[src/rtl/loader_pkg.sv]
// Shared types and default geometry for the program loader: the FSM state
// encoding and the instruction/address widths of the CPU program RAM.
package loader_pkg;

  localparam int DATA_W = 11;
  localparam int ADDR_W = 3;
  localparam int DEPTH  = 1 << ADDR_W;

  typedef enum logic [2:0] {
    ST_IDLE,
    ST_LO,
    ST_HI,
    ST_CHK,
    ST_RST,
    ST_RUN,
    ST_ERR
  } state_e;

endpackage

[src/rtl/program_loader_if.sv]
// Bus bundles for the program loader: the incoming byte stream (valid/ready)
// and the CPU program-RAM write port.
interface byte_stream_if;
  logic       in_valid;
  logic [7:0] in_data;
  logic       in_ready;

  modport master (output in_valid, output in_data, input  in_ready);
  modport slave  (input  in_valid, input  in_data, output in_ready);
endinterface

interface ram_wr_if #(
  parameter int DATA_W = loader_pkg::DATA_W,
  parameter int ADDR_W = loader_pkg::ADDR_W
);
  logic [DATA_W-1:0] ram_wr_data;
  logic [ADDR_W-1:0] ram_wr_addr;
  logic              ram_wr_en;

  modport master (output ram_wr_data, output ram_wr_addr, output ram_wr_en);
  modport slave  (input  ram_wr_data, input  ram_wr_addr, input  ram_wr_en);
endinterface

[src/rtl/program_loader.sv]
// Boot loader: packs byte pairs into instructions, writes them into the CPU
// program RAM, pulses CPU reset, then runs. Optional checksum: LOADER_CHECKSUM_EN.
module program_loader
  import loader_pkg::*;
#(
  parameter int DATA_W = loader_pkg::DATA_W,
  parameter int ADDR_W = loader_pkg::ADDR_W,
  parameter int DEPTH  = loader_pkg::DEPTH
) (
  input  logic          clk,
  input  logic          reset,
  input  logic          load_start,
  input  logic          halt,
  byte_stream_if.slave  in_s,
  ram_wr_if.master      ram_m,
  output logic          cpu_reset,
  output logic          pc_enable,
  output logic          busy,
  output logic          load_done,
  output logic          err
);

  localparam logic [ADDR_W-1:0] LAST_ADDR = ADDR_W'(DEPTH - 1);

  state_e            state_q, state_d;
  logic [ADDR_W-1:0] cnt_q, cnt_d;
  logic [7:0]        lo_q, lo_d;
  logic [DATA_W-1:0] wr_data_q, wr_data_d;
  logic [ADDR_W-1:0] wr_addr_q, wr_addr_d;
  logic              wr_en_q, wr_en_d;
  logic              in_ready_q, in_ready_d;
  logic              cpu_reset_q, cpu_reset_d;
  logic              pc_enable_q, pc_enable_d;
  logic              busy_q, busy_d;
  logic              load_done_q, load_done_d;
  logic              hs;

`ifdef LOADER_CHECKSUM_EN
  logic [7:0]        sum_q, sum_d;
  logic              err_q, err_d;
`endif

  // in_ready_q always mirrors the current state, so it is the handshake qualifier.
  assign hs = in_s.in_valid & in_ready_q;

  always_comb begin
    state_d   = state_q;
    cnt_d     = cnt_q;
    lo_d      = lo_q;
    wr_data_d = wr_data_q;
    wr_addr_d = wr_addr_q;
    wr_en_d   = 1'b0;
`ifdef LOADER_CHECKSUM_EN
    sum_d     = sum_q;
`endif

    if (halt) begin
      state_d = ST_IDLE;
    end else begin
      case (state_q)
        ST_IDLE: begin
          if (load_start) begin
            state_d = ST_LO;
            cnt_d   = '0;
`ifdef LOADER_CHECKSUM_EN
            sum_d   = '0;
`endif
          end
        end
        ST_LO: begin
          if (hs) begin
            lo_d    = in_s.in_data;
            state_d = ST_HI;
`ifdef LOADER_CHECKSUM_EN
            sum_d   = sum_q + in_s.in_data;
`endif
          end
        end
        ST_HI: begin
          if (hs) begin
            wr_en_d   = 1'b1;
            wr_data_d = DATA_W'({in_s.in_data[2:0], lo_q});
            wr_addr_d = cnt_q;
`ifdef LOADER_CHECKSUM_EN
            sum_d     = sum_q + in_s.in_data;
`endif
            if (cnt_q == LAST_ADDR) begin
`ifdef LOADER_CHECKSUM_EN
              state_d = ST_CHK;
`else
              state_d = ST_RST;
`endif
            end else begin
              cnt_d   = cnt_q + 1'b1;
              state_d = ST_LO;
            end
          end
        end
`ifdef LOADER_CHECKSUM_EN
        ST_CHK: begin
          if (hs) begin
            state_d = (8'(sum_q + in_s.in_data) == 8'h00) ? ST_RST : ST_ERR;
          end
        end
        ST_ERR: begin
          if (load_start) begin
            state_d = ST_LO;
            cnt_d   = '0;
            sum_d   = '0;
          end
        end
`endif
        ST_RST:  state_d = ST_RUN;
        ST_RUN:  state_d = ST_RUN;
        default: state_d = ST_IDLE;
      endcase
    end

    // Moore outputs are decoded from the next state so they register alongside it.
    in_ready_d  = (state_d == ST_LO) || (state_d == ST_HI) || (state_d == ST_CHK);
    busy_d      = in_ready_d || (state_d == ST_RST);
    cpu_reset_d = (state_d == ST_RST);
    pc_enable_d = (state_d == ST_RUN);
    load_done_d = (state_d == ST_RUN);
`ifdef LOADER_CHECKSUM_EN
    err_d       = (state_d == ST_ERR);
`endif
  end

  always_ff @(posedge clk) begin
    if (reset) begin
      state_q     <= ST_IDLE;
      cnt_q       <= '0;
      lo_q        <= '0;
      wr_data_q   <= '0;
      wr_addr_q   <= '0;
      wr_en_q     <= 1'b0;
      in_ready_q  <= 1'b0;
      cpu_reset_q <= 1'b0;
      pc_enable_q <= 1'b0;
      busy_q      <= 1'b0;
      load_done_q <= 1'b0;
`ifdef LOADER_CHECKSUM_EN
      sum_q       <= '0;
      err_q       <= 1'b0;
`endif
    end else begin
      state_q     <= state_d;
      cnt_q       <= cnt_d;
      lo_q        <= lo_d;
      wr_data_q   <= wr_data_d;
      wr_addr_q   <= wr_addr_d;
      wr_en_q     <= wr_en_d;
      in_ready_q  <= in_ready_d;
      cpu_reset_q <= cpu_reset_d;
      pc_enable_q <= pc_enable_d;
      busy_q      <= busy_d;
      load_done_q <= load_done_d;
`ifdef LOADER_CHECKSUM_EN
      sum_q       <= sum_d;
      err_q       <= err_d;
`endif
    end
  end

  assign in_s.in_ready     = in_ready_q;
  assign ram_m.ram_wr_data = wr_data_q;
  assign ram_m.ram_wr_addr = wr_addr_q;
  assign ram_m.ram_wr_en   = wr_en_q;
  assign cpu_reset         = cpu_reset_q;
  assign pc_enable         = pc_enable_q;
  assign busy              = busy_q;
  assign load_done         = load_done_q;
`ifdef LOADER_CHECKSUM_EN
  assign err               = err_q;
`else
  assign err               = 1'b0;
`endif

endmodule

[src/flat_wrapper.sv]
// flat-port wrapper written by rule: the top's interface ports become plain ports
module program_loader_flat import loader_pkg::*;
#(
  parameter int DATA_W = loader_pkg::DATA_W,
  parameter int ADDR_W = loader_pkg::ADDR_W,
  parameter int DEPTH  = loader_pkg::DEPTH
)
  (clk, reset, load_start, halt, cpu_reset, pc_enable, busy, load_done, err, in_s_in_valid, in_s_in_data, in_s_in_ready, ram_m_ram_wr_data, ram_m_ram_wr_addr, ram_m_ram_wr_en);
  byte_stream_if in_s_i ();
  ram_wr_if #(.DATA_W(DATA_W), .ADDR_W(ADDR_W)) ram_m_i ();
  input  logic clk;
  input  logic reset;
  input  logic load_start;
  input  logic halt;
  output logic cpu_reset;
  output logic pc_enable;
  output logic busy;
  output logic load_done;
  output logic err;
  input wire logic [$bits(in_s_i.in_valid)-1:0] in_s_in_valid;
  input wire logic [$bits(in_s_i.in_data)-1:0] in_s_in_data;
  output wire logic [$bits(in_s_i.in_ready)-1:0] in_s_in_ready;
  output wire logic [$bits(ram_m_i.ram_wr_data)-1:0] ram_m_ram_wr_data;
  output wire logic [$bits(ram_m_i.ram_wr_addr)-1:0] ram_m_ram_wr_addr;
  output wire logic [$bits(ram_m_i.ram_wr_en)-1:0] ram_m_ram_wr_en;
  assign in_s_i.in_valid = in_s_in_valid;
  assign in_s_i.in_data = in_s_in_data;
  assign in_s_in_ready = in_s_i.in_ready;
  assign ram_m_ram_wr_data = ram_m_i.ram_wr_data;
  assign ram_m_ram_wr_addr = ram_m_i.ram_wr_addr;
  assign ram_m_ram_wr_en = ram_m_i.ram_wr_en;
  program_loader #(.DATA_W(DATA_W), .ADDR_W(ADDR_W), .DEPTH(DEPTH)) u_core (.clk(clk), .reset(reset), .load_start(load_start), .halt(halt), .in_s(in_s_i), .ram_m(ram_m_i), .cpu_reset(cpu_reset), .pc_enable(pc_enable), .busy(busy), .load_done(load_done), .err(err));
endmodule
[config.mk]
export PLATFORM = sky130hd
export DESIGN_NAME = program_loader_flat
export DESIGN_NICKNAME = d
export VERILOG_FILES = /design/src/rtl/loader_pkg.sv /design/src/rtl/program_loader_if.sv /design/src/rtl/program_loader.sv /design/src/flat_wrapper.sv
export SDC_FILE = /design/constraint.sdc
export NUM_CORES = 1
export LEC_CHECK = 0
export CAP_MARGIN = 30
export CORE_AREA = 8 8 80 82
export CTS_CLUSTER_DIAMETER = 80
export DETAILED_ROUTE_END_ITERATION = 7
export DIE_AREA = 0 0 88 90
export REMOVE_ABC_BUFFERS = 1
export SETUP_SLACK_MARGIN = 0.4
export SLEW_MARGIN = 30
export SYNTH_ARGS = -nofsm -noshare
export SYNTH_HDL_FRONTEND = slang
export SYNTH_SLANG_ARGS = --single-unit
[constraint.sdc]
create_clock -name clk -period 1.9 [get_ports clk]
set_input_delay 0.38 -clock clk [delete_from_list [all_inputs] [get_ports clk]]
set_output_delay 0.38 -clock clk [all_outputs]
set_load 0.05 [all_outputs]
==> Word level (Yosys, flattened, before mapping) <==
Cells that the tools add are included.
{ "word_totals": {"output_inout_bits": 21, "regBits": 33} }
{ "classes": {"add_sub_neg": 1, "eq_ne": 13, "bitwise_logic": 3, "mux": 11, "reduce_logical": 10} }
{ "op_table": {"columns": ["op", "n"], "rows": [
  ["2-to-1 mux 3 bit", 8],
  ["== test 3 bit, second input constant", 5],
  ["one-hot mux 3 bit (4 select lines)", 1],
  ["== test 3 x 2 -> 1 bit, second input constant", 3],
  ["== test 3 x 1 -> 1 bit, second input constant", 2],
  ["one-hot mux 3 bit (2 select lines)", 1],
  ["AND reduction 3 bit", 2],
  ["AND reduction 5 bit", 1],
  ["!= test 2 bit, second input constant", 2],
  ["adder 3 x 1 -> 3 bit, second input constant", 1],
  ["logical NOT 3 bit", 1],
  ["logical OR 1 bit", 3],
  ["OR reduction 3 bit", 1],
  ["!= test 2 x 1 -> 1 bit, second input constant", 1],
  ["inverter 1 bit", 2],
  ["nonzero test 2 bit", 1],
  ["OR reduction 2 bit", 1],
  ["bitwise AND 1 bit", 1],
  ["2-to-1 mux 1 bit", 1]
]} }

==> Logic depth before layout (Yosys ltp) <==
{ "logic_depth": {"word_depth": 9, "mapped_depth": 5, "depth_no_buf": 5} }

==> Worst setup path before layout <==
No wires, ideal clock.
{ "synth_timing": {"path_type": "register to register", "start": "register u_core.in_ready_q, in the netlist u_core.in_s.in_ready", "end": "register u_core.lo_q[0]", "slack_ns": 0.233, "t_arrival_ns": 1.548, "path_buffers": 0, "stages_incl_launch_ff": 4, "required_ns": 1.781, "cell_sequence": "dfxtp_1 nand3b_4 or4b_1 mux2i_1"} }
{ "synth_via": {"elab_chain_cells": 2} }
{ "synth_lines": {"columns": ["element", "line_no", "rtl"], "rows": [
  ["start: declaration", "program_loader.sv:31", "logic in_ready_q, in_ready_d;"],
  ["start signal: assignment", "program_loader.sv:154", "in_ready_q <= in_ready_d;"],
  ["bitwise AND 1 bit", "program_loader.sv:44", "assign hs = in_s.in_valid & in_ready_q;"],
  ["AND reduction 3 bit (no line)", null, null],
  ["end signal: assignment", "program_loader.sv:150", "lo_q <= lo_d;"],
  ["end: declaration", "program_loader.sv:27", "logic [7:0] lo_q, lo_d;"]
]} }
Every way passes these cells.
A chain may end at the register's enable or synchronous reset.

==> Final worst setup path <==
{ "layout_timing": {"start": "register u_core.state_q[2]", "end": "register u_core.cnt_q[1]"} }
{ "layout_via": {"elab_chain_cells": 3, "word_cells_on_any_way": 8, "classes_between": "4 x eq/ne; 1 x mux; 3 x reduce/logical"} }
{ "layout_lines": {"columns": ["element", "line_no", "rtl"], "rows": [
  ["start: declaration", "program_loader.sv:25", "state_e state_q, state_d;"],
  ["start signal: assignment", "program_loader.sv:148", "state_q <= state_d;"],
  ["== test 3 x 2 -> 1 bit / logical NOT 3 bit (equally long branches)", "program_loader.sv:60", "case (state_q)"],
  ["!= test 2 x 1 -> 1 bit (no line) (tied with other cells)", null, null],
  ["AND reduction 5 bit (no line)", null, null],
  ["end signal: assignment", "program_loader.sv:149", "cnt_q <= cnt_d;"],
  ["end: declaration", "program_loader.sv:26", "logic [ADDR_W-1:0] cnt_q, cnt_d;"]
]} }
Parallel ways exist; a longest one is shown, timed or not.

==> metrics <==
Adder-Cell Fraction of Synth Area 1.68%; H-Tree Depth 2; Via Count 1114; share of cells above drive strength 1 32.4%; mean number of vias per cell 4.33; CTS Sinks 33; Critical Path Start Type flop; Die H 90 µm; I/O Buffers 32; clk slew on worst S/H paths 0.07 ns; hold slack 0.471 ns; fin cells 257; share of the synthesized area in the top cell type 44.4%; Leakage 0.777 nW; Compound-Gate Fraction of Synth Area 6.73%; die width 88 µm; main combinational cell family by area after synthesis simple AND/OR/NAND/NOR gates; worst skew pair latency 0.28 ns; final WL 3.25 mm; Routed Antenna Nets 0; fin util 40.4%; met1 GRT Util 10.0%; Iter 0 DRT Violations 102; GRT Util Overall 8.76%; Synth Warn # 0; CTS tree done; synthesized flop and latch total 33; DP Cell Count 244; Post-synth top cells 36 x nand2b_1, 33 x dfxtp_1, 22 x mux2i_1, 5 x clkbuf_1; simple-gate share of the synthesized area 27.9%; Cell Rows 27; Worst VDD drop 0.000297 V; final setup vio count 0; initial antenna violation count 0; Post-DP HPWL 2.20 mm; WP data required 2.09 ns; DRC 0; Synth Area in XOR/XNOR 0%; Final Skew 0.00490 ns; Clock Path Buffers 2; CTS buffer count 5; ys async rst share 0%; mapped cell area 0.00149 mm²; routed len/inst 12.7 µm; period utilization 78.7%; ranking of synthesized cells by area dfxtp_1 44%, nand2b_1 15%, mux2i_1 15%; mux share of post-synthesis cell area 14.8%; die area 0.00792 mm²; Tmin final 1.50 ns; number of flops mapped to enable cells by yosys 0; FMAX 669 MHz; Worst Hold Class flop to flop; Max Cap Viol 0; WS Path Type flop to flop; GR peak layer met2; CP arrival 1.69 ns; number of global-route vias before repair 1169; Avg Cell Area, Syn 10.4 µm²; most frequent cell after synthesis nand2b_1; Nets 201; register area share after synthesis 44.4%; largest net degree at the start of global routing 26; top_reg_cell synth dfxtp_1; Unique masters post-synth 39; Final Hold Fails 0; Yosys top cell by area dfxtp_1; Pins Over Slew Limit 0; met2 Usage GRT 12.9%; setup slack after layout 0.405 ns; # diodes 0; Place WS 0.00596 ns; post-synthesis cell count 143; P per Cell Area 609 mW/mm²; CP max FO 6; drt first pass iters 4; hold buffers post-CTS 0; Initial Utilization 28.4%; clock root buffer clkbuf_8; core footprint 0.00524 mm²; first-pass GRT wire length 5.42 mm; P&R area growth vs syn 42.2%; gpl congestion 0.716; unrepaired setup endpoints after global routing yes; Setup crit end kind flop; Boundary Pins 34; grt total ovfl 0; GR Layer Usage met3 4.00%; status complete, no violations
routing by layer:
metal	wire length, µm	vias up
li1	-	577
met1	1460	503
met2	1460	26
met3	252	8
met4	79	0
met5	0	-
layout make-up:
| cell class | instances | area (µm²) |
|---|---|---|
| clock buffers | 5 | 68.8 |
| clock inverters | 1 | 5.00 |
| fillers | 530 | 3120 |
| inverters | 2 | 7.51 |
| multi-input cells | 98 | 848 |
| flip-flops and latches | 33 | 672 |
| well taps | 72 | 90.1 |
| repair buffers | 46 | 424 |
report_power, final:
group	total, mW	leakage (nW)	switching (mW)	internal (mW)
sequential	0.697	0.269	0.00338	0.693
clock	0.486	0.0399	0.245	0.241
combinational	0.106	0.468	0.0493	0.0566
total	1.29	0.777	0.298	0.991
cell usage in the layout (no fill, tap or decap), types with 2 or more instances in the layout:
cell type,synthesis,routed
inv_1,2,2
dfxtp_4,0,2
mux2i_1,22,22
clkdlybuf4s50_1,0,9
buf_4,2,21
ha_4,0,2
dfxtp_1,33,28
dfxtp_2,0,3
clkdlybuf4s15_1,0,2
dlygate4sd2_1,0,2
o32ai_2,0,2
nor2_1,3,3
or3_4,0,2
clkdlybuf4s15_2,0,9
or2_2,2,2
nor3_1,2,2
o21ai_0,2,2
clkbuf_8,0,5
nand2b_1,36,35
flip-flops by register name, indices dropped and copies added (netlist names):
name                      count
u_core.in_s.in_ready          1
u_core.ram_m.ram_wr_en        1
u_core.ram_m.ram_wr_data     11
u_core.lo_q                   8
u_core.ram_m.ram_wr_addr      3
u_core.state_q                3
u_core.pc_enable              1
u_core.cnt_q                  3
u_core.cpu_reset              1
u_core.busy                   1
cell families (layout without fill, tap and decap cells):
family                   after synthesis  after routing
AND/OR/NAND/NOR                       60             60
flip-flops                            33             33
multiplexers                          22             22
AO/OA/AOI/OAI                         13             13
buffers and inverters                 12             54
adder cells (fa/ha/maj)                2              2
other                                  1              1
through the flow:
step / TNS, ns / total power, mW / instance area, µm²
2_1_floorplan: -0.227 / 0.760 / 1430
3_3_place_gp: 0 / 0.814 / 1890
3_5_place_dp: 0 / 0.813 / 1890
4_1_cts: 0 / 1.31 / 2050
5_1_grt: 0 / 1.35 / 2120
6_report: 0 / 1.29 / 2120
critical path, stage by stage (launching register included):
cell,delay (ns)
dfxtp_4,0.36
or3_4,0.39
a2111o_1,0.45
o32ai_2,0.21
timing repair:
action	CTS	global route
buffers inserted	3	4
endpoints found under the setup margin	17	7
pin swaps	4	4
resized for setup	47	10
path summary, 6_finish.rpt:
kind	startpoint	to	slack, ns	cells past startpoint
setup / recovery	u_core.state_q[2]	u_core.cnt_q[1]	0.40	3
hold / removal	u_core.ram_m.ram_wr_data[8]	u_core.ram_m.ram_wr_data[8]	0.47	2
setup reg to reg	u_core.state_q[2]	u_core.cnt_q[1]	0.40	3
hold reg to reg	u_core.ram_m.ram_wr_data[8]	u_core.ram_m.ram_wr_data[8]	0.47	2
Power figures use the tool's default switching activity.
